$ cat config.mk
export PLATFORM = sky130hd
export DESIGN_NAME = mc_maindec
export DESIGN_NICKNAME = d
export VERILOG_FILES = /design/src/rtl/mips_pkg.sv /design/src/rtl/mc_outdec.sv /design/src/rtl/mc_maindec.sv
export SDC_FILE = /design/constraint.sdc
export NUM_CORES = 1
export LEC_CHECK = 0
export BUFFER_PORTS_ARGS = -buffer_cell sky130_fd_sc_hd__buf_2
export CAP_MARGIN = 20
export CELL_PAD_IN_SITES_DETAIL_PLACEMENT = 1
export CELL_PAD_IN_SITES_GLOBAL_PLACEMENT = 2
export CORE_MARGIN = 2
export CORE_UTILIZATION = 27
export DETAILED_ROUTE_END_ITERATION = 10
export GPL_ROUTABILITY_DRIVEN = 0
export GPL_TIMING_DRIVEN = 0
export PLACE_DENSITY = 0.89
export REMOVE_ABC_BUFFERS = 1
export SETUP_SLACK_MARGIN = 0.5
export SYNTH_ARGS = -nofsm -noshare
export SYNTH_HDL_FRONTEND = slang
export SYNTH_HIERARCHICAL = 1
export SYNTH_SLANG_ARGS = --single-unit
export TNS_END_PERCENT = 20
$ cat constraint.sdc
create_clock -name clk -period 3.72 [get_ports clk]
set_input_delay 0.93 -clock clk [delete_from_list [all_inputs] [get_ports clk]]
set_output_delay 0.93 -clock clk [all_outputs]
set_load 0.01 [all_outputs]
$ cat src/rtl/mips_pkg.sv
// Shared MIPS control definitions: multicycle state codes, opcodes and the
// encodings of the control fields driven into the datapath.
package mips_pkg;

   typedef enum logic [3:0] {
      StFetch   = 4'd0,
      StDecode  = 4'd1,
      StMemAdr  = 4'd2,
      StMemRd   = 4'd3,
      StMemWb   = 4'd4,
      StMemWr   = 4'd5,
      StRtypeEx = 4'd6,
      StRtypeWb = 4'd7,
      StBeqEx   = 4'd8,
      StAddiEx  = 4'd9,
      StImmWb   = 4'd10,
      StJEx     = 4'd11,
      StOriEx   = 4'd12,
      StBneEx   = 4'd13
   } state_t;

   localparam logic [5:0] OP_RTYPE = 6'b000000;
   localparam logic [5:0] OP_LW    = 6'b100011;
   localparam logic [5:0] OP_SW    = 6'b101011;
   localparam logic [5:0] OP_BEQ   = 6'b000100;
   localparam logic [5:0] OP_BNE   = 6'b000101;
   localparam logic [5:0] OP_ADDI  = 6'b001000;
   localparam logic [5:0] OP_ORI   = 6'b001101;
   localparam logic [5:0] OP_J     = 6'b000010;

   localparam logic [1:0] ALUOP_ADD   = 2'b00;
   localparam logic [1:0] ALUOP_SUB   = 2'b01;
   localparam logic [1:0] ALUOP_FUNCT = 2'b10;
   localparam logic [1:0] ALUOP_OR    = 2'b11;

   localparam logic [1:0] BRANCH_NONE = 2'b00;
   localparam logic [1:0] BRANCH_EQ   = 2'b01;
   localparam logic [1:0] BRANCH_NE   = 2'b10;

   localparam logic [1:0] PCSRC_ALU    = 2'b00;
   localparam logic [1:0] PCSRC_ALUOUT = 2'b01;
   localparam logic [1:0] PCSRC_JUMP   = 2'b10;

   localparam logic [1:0] ALUSRCB_REG   = 2'b00;
   localparam logic [1:0] ALUSRCB_FOUR  = 2'b01;
   localparam logic [1:0] ALUSRCB_IMM   = 2'b10;
   localparam logic [1:0] ALUSRCB_IMMSH = 2'b11;

   typedef struct packed {
      logic       pcwrite;
      logic       irwrite;
      logic       memwrite;
      logic       regwrite;
      logic       iord;
      logic       regdst;
      logic       memtoreg;
      logic       alusrca;
      logic [1:0] alusrcb;
      logic [1:0] pcsrc;
      logic [1:0] branch;
      logic [1:0] aluop;
   } ctrl_t;

   function automatic logic op_legal(input logic [5:0] op, input logic ext_en);
      logic ok;
      ok = 1'b0;
      case (op)
         OP_RTYPE, OP_LW, OP_SW, OP_BEQ, OP_ADDI, OP_J: ok = 1'b1;
         OP_BNE, OP_ORI:                                ok = ext_en;
         default:                                       ok = 1'b0;
      endcase
      return ok;
   endfunction

endpackage

$ cat src/rtl/mc_outdec.sv
// State-to-control-word decode for the multicycle control unit. Purely
// combinational so a pipelined controller can reuse it per stage.
module mc_outdec
   import mips_pkg::*;
(
   input  state_t state,
   output ctrl_t  ctrl
);

   always_comb begin
      ctrl = '0;
      case (state)
         StFetch: begin
            ctrl.irwrite = 1'b1;
            ctrl.pcwrite = 1'b1;
            ctrl.alusrcb = ALUSRCB_FOUR;
         end
         StDecode: begin
            ctrl.alusrcb = ALUSRCB_IMMSH;
         end
         StMemAdr: begin
            ctrl.alusrca = 1'b1;
            ctrl.alusrcb = ALUSRCB_IMM;
         end
         StMemRd: begin
            ctrl.iord = 1'b1;
         end
         StMemWb: begin
            ctrl.memtoreg = 1'b1;
            ctrl.regwrite = 1'b1;
         end
         StMemWr: begin
            ctrl.iord     = 1'b1;
            ctrl.memwrite = 1'b1;
         end
         StRtypeEx: begin
            ctrl.alusrca = 1'b1;
            ctrl.aluop   = ALUOP_FUNCT;
         end
         StRtypeWb: begin
            ctrl.regdst   = 1'b1;
            ctrl.regwrite = 1'b1;
         end
         StBeqEx, StBneEx: begin
            ctrl.alusrca = 1'b1;
            ctrl.aluop   = ALUOP_SUB;
            ctrl.pcsrc   = PCSRC_ALUOUT;
            ctrl.branch  = (state == StBneEx) ? BRANCH_NE : BRANCH_EQ;
         end
         StAddiEx: begin
            ctrl.alusrca = 1'b1;
            ctrl.alusrcb = ALUSRCB_IMM;
         end
         StOriEx: begin
            ctrl.alusrca = 1'b1;
            ctrl.alusrcb = ALUSRCB_IMM;
            ctrl.aluop   = ALUOP_OR;
         end
         StImmWb: begin
            ctrl.regwrite = 1'b1;
         end
         StJEx: begin
            ctrl.pcsrc   = PCSRC_JUMP;
            ctrl.pcwrite = 1'b1;
         end
         default: ;
      endcase
   end

endmodule

$ cat src/rtl/mc_maindec.sv
// Multicycle main control unit: Moore FSM sequencing fetch/decode/execute/
// memory/writeback, with optional memory-ready wait states.
module mc_maindec
   import mips_pkg::*;
#(
   parameter bit MEM_HANDSHAKE = 1'b0,
   parameter bit EXT_EN        = 1'b1
) (
   input  logic       clk,
   input  logic       reset,
   input  logic [5:0] op,
   input  logic       mem_ready,
   output logic       pcwrite,
   output logic       irwrite,
   output logic       memwrite,
   output logic       regwrite,
   output logic       iord,
   output logic       regdst,
   output logic       memtoreg,
   output logic       alusrca,
   output logic [1:0] alusrcb,
   output logic [1:0] pcsrc,
   output logic [1:0] branch,
   output logic [1:0] aluop,
   output logic       illegal,
   output logic [3:0] state
);

   state_t state_q, state_d;
   state_t dec_state;
   ctrl_t  ctrl;
   logic   ready;
   logic   fetch_ok;

   assign ready = MEM_HANDSHAKE ? mem_ready : 1'b1;

   always_ff @(posedge clk) begin
      if (reset) begin
         state_q <= StFetch;
      end else begin
         state_q <= state_d;
      end
   end

   always_comb begin
      state_d = state_q;
      case (state_q)
         StFetch: begin
            if (ready) state_d = StDecode;
         end
         StDecode: begin
            case (op)
               OP_LW, OP_SW: state_d = StMemAdr;
               OP_RTYPE:     state_d = StRtypeEx;
               OP_BEQ:       state_d = StBeqEx;
               OP_BNE:       state_d = EXT_EN ? StBneEx : StFetch;
               OP_ADDI:      state_d = StAddiEx;
               OP_ORI:       state_d = EXT_EN ? StOriEx : StFetch;
               OP_J:         state_d = StJEx;
               default:      state_d = StFetch;
            endcase
         end
         StMemAdr:  state_d = (op == OP_LW) ? StMemRd : StMemWr;
         StMemRd: begin
            if (ready) state_d = StMemWb;
         end
         StMemWr: begin
            if (ready) state_d = StFetch;
         end
         StRtypeEx: state_d = StRtypeWb;
         StAddiEx:  state_d = StImmWb;
         StOriEx:   state_d = StImmWb;
         // Writeback/branch/jump states and the two unused codes all return to fetch.
         default:   state_d = StFetch;
      endcase
   end

   // During reset the datapath sees fetch controls with every write suppressed.
   assign dec_state = reset ? StFetch : state_q;

   mc_outdec u_outdec (
      .state (dec_state),
      .ctrl  (ctrl)
   );

   assign fetch_ok = (dec_state != StFetch) | ready;

   assign pcwrite  = ~reset & ctrl.pcwrite & fetch_ok;
   assign irwrite  = ~reset & ctrl.irwrite & fetch_ok;
   assign memwrite = ~reset & ctrl.memwrite;
   assign regwrite = ~reset & ctrl.regwrite;
   assign iord     = ctrl.iord;
   assign regdst   = ctrl.regdst;
   assign memtoreg = ctrl.memtoreg;
   assign alusrca  = ctrl.alusrca;
   assign alusrcb  = ctrl.alusrcb;
   assign pcsrc    = ctrl.pcsrc;
   assign branch   = ctrl.branch;
   assign aluop    = ctrl.aluop;

   assign illegal  = ~reset & (state_q == StDecode) & ~op_legal(op, EXT_EN);
   assign state    = state_q;

endmodule

==> impl_metrics.ini <==
[synth]
synthSimpleGateAreaFrac_pct = 40.6
synthCells = 99
yosysWarnings = 6
synth_edf_count = 0
synth-xor-area-share_pct = 4.66
synth_seq_area_share_pct = 10.6
async_flop_share_pct = 0
synthFlopType = dfxtp_1
ys_seq_elements = 4
synth_top_family_by_area = simple AND/OR/NAND/NOR gates
synthAdderAreaFrac_pct = 0
postSynthAreaPerCell_sq_um = 7.60
synth-compound-area-share_pct = 29.1
synthMuxAreaShare_pct = 0
ys_types = 43
syn_area_sq_um = 752

[floorplan]
ios = 30
rows = 19
chipWidth_um = 56.8
initial_core_util_pct = 27.7
core_sq_um = 2710
die-area_sq_um = 3220
die_h_um = 56.8

[power_and_ir_drop]
leakagePower_nw = 0.397
p_per_area_nw_per_um2 = 177
peakVddDrop_v = 0.000196

[finish]
layout-drive-gt1-share_pct = 37.1
largest_reg_flops = 4
antenna_cells = 0
nFillCells = 356
finalInstanceArea_sq_um = 930
nets = 135
area.growth.synth_to_final_pct = 23.6
final_cells = 155

[detailed_routing]
wl_mm = 2.13
avgViaCountPerCell = 5.40
first_iter_violations = 11
drtPass1Iterations = 3
routedWlPerCell_um = 13.7
drc_errors = 0
vias = 837
postRouteAntennaNets = 0

[sta]
period_minus_slack_ps = 3110
clock_skew_ps = 3.85
tightest_slew_ps = 513
hold_viol = 0
slew_headroom_pct = 65.8
timing.fmax_mhz = 321
rsz0062_at_grt = false
setup_violations = 0
fin_hold_ws_ps = 595
drv_slew = 0
fin_tns_setup_ps = 0
fin_crit_sh_pct = 83.7

[clocking]
htree_num_levels = 1
cts_made_buffers = 3
cts_root_buffer = clkbuf_4
clk_latency_ps = 240
path_clk_slew_ps = 40
clock_sinks = 4
cts_tree = done
cts_buffer_depth = 2

[global_routing]
gr-usage-all-layers_pct = 13.0
grt_pass1_vias = 738
grt-ovfl-total = 0
antenna_found_initial = 0
grt_pass1_wl_mm = 3.35
grt_max_degree = 16

[setup_path]
path_class = in -> out
crit_arrival_ps = 2180
end_kind = primary output
start_kind = input port
required_ps = 2790
worstPathMaxFanout = 15

[placed_design]
portBuffers = 28
dpl-instance-area_sq_um = 837
dp_cells = 147
dp_hpwl_mm = 1.50

[outcome]
status = complete, no violations

[min_path]
hp-class = reg -> reg

[flow_run]
cap_violations = 0
==> cells in the mapped netlist (all sizes together), types with 2 or more instances <==
cell type,instances,area (sq um)
o211ai,3,27.5
nor2,12,45.0
nand2,4,15.0
or3,2,17.5
o21ai,3,15.0
a21oi,4,20.0
or4b,2,20.0
nand2b,7,43.8
inv,5,18.8
o2111ai,2,17.5
o311a,2,21.3
nand3,3,15.0
xor2,3,26.3
buf,7,58.8
nor3,3,15.0
dfxtp,4,80.1
or4bb,2,22.5
clkbuf,4,35.0
o41ai,2,17.5
nor2b,8,50.1
==> placed cells by master (no fill, tap or decap), drive strengths merged, types with 2 or more instances in the layout <==
cell type / n
buf: 33
nor2: 12
nor2b: 8
nand2b: 7
inv: 5
nand2: 4
a21oi: 4
dfxtp: 4
nand3: 3
o21ai: 3
xor2: 3
nor3: 3
clkbuf: 3
o211ai: 3
o2111ai: 2
o41ai: 2
or4bb: 2
or4b: 2
o311a: 2
or3: 2
==> worst paths after layout <==
path                               start        to  slack (ps)  cells past startpoint
worst min register to register  state[3]  state[3]         590                      2
worst max register to register  state[0]  state[3]        2220                      3
worst max-delay path               reset  regwrite         610                      6
worst min-delay path            state[3]  state[3]         590                      2
==> layout make-up <==
| type | count | area (sq um) | share of cell area [%] |
|---|---|---|---|
| Sequential cell | 4 | 80.1 | 8.61 |
| Inverter | 5 | 18.8 | 2.02 |
| Timing Repair Buffer | 33 | 180 | 19.4 |
| Clock buffer | 3 | 22.5 | 2.42 |
| Multi-Input combinational cell | 79 | 589 | 63.4 |
| Tap cell | 31 | 38.8 | 4.17 |
==> worst max-delay path: stages <==
cell,delay [ps]
buf_4,200
nor2b_4,110
or4b_1,580
o211ai_2,100
nor2b_1,130
buf_2,130
==> per-layer routing <==
metal  routed length (um)  vias to the layer above  GRT usage [%]
li1                     -                      415              -
met1                  981                      389           16.6
met2                  987                       31           21.6
met3                  153                        2           4.38
met4                    5                        0           1.99
met5                    0                        -              0
==> power by group <==
| part | switching (W) | internal [W] | total, W |
|---|---|---|---|
| combinational | 0.0000320 | 0.0000254 | 0.0000574 |
| sequential | 0.00000616 | 0.0000450 | 0.0000511 |
| clock | 0.0000202 | 0.0000362 | 0.0000565 |
==> cell families (layout without fill, tap and decap cells) <==
group	Yosys count	count (layout)
xor+xnor	4	4
buf+inv	16	41
simple gates	50	50
flops	4	4
compound gates	25	25
==> per-stage QoR <==
stage	power (W)	utilization (%)	setup WS [ps]
floorplan	0.0000814	-	572
global placement	0.000103	30.9	198
detailed placement	0.000106	30.9	145
CTS	0.000165	32.7	536
global route	0.000176	34.3	538
finish	0.000165	34.3	607
==> what timing repair did <==
| action | in CTS | in global routing |
|---|---|---|
| resized for setup | 8 | 1 |
| buffers inserted | 0 | 5 |
| endpoints found under the setup margin | 10 | 1 |
| hold buffers | 0 | 0 |
| pin swaps | 0 | 1 |
Power figures use the tool's default switching activity.
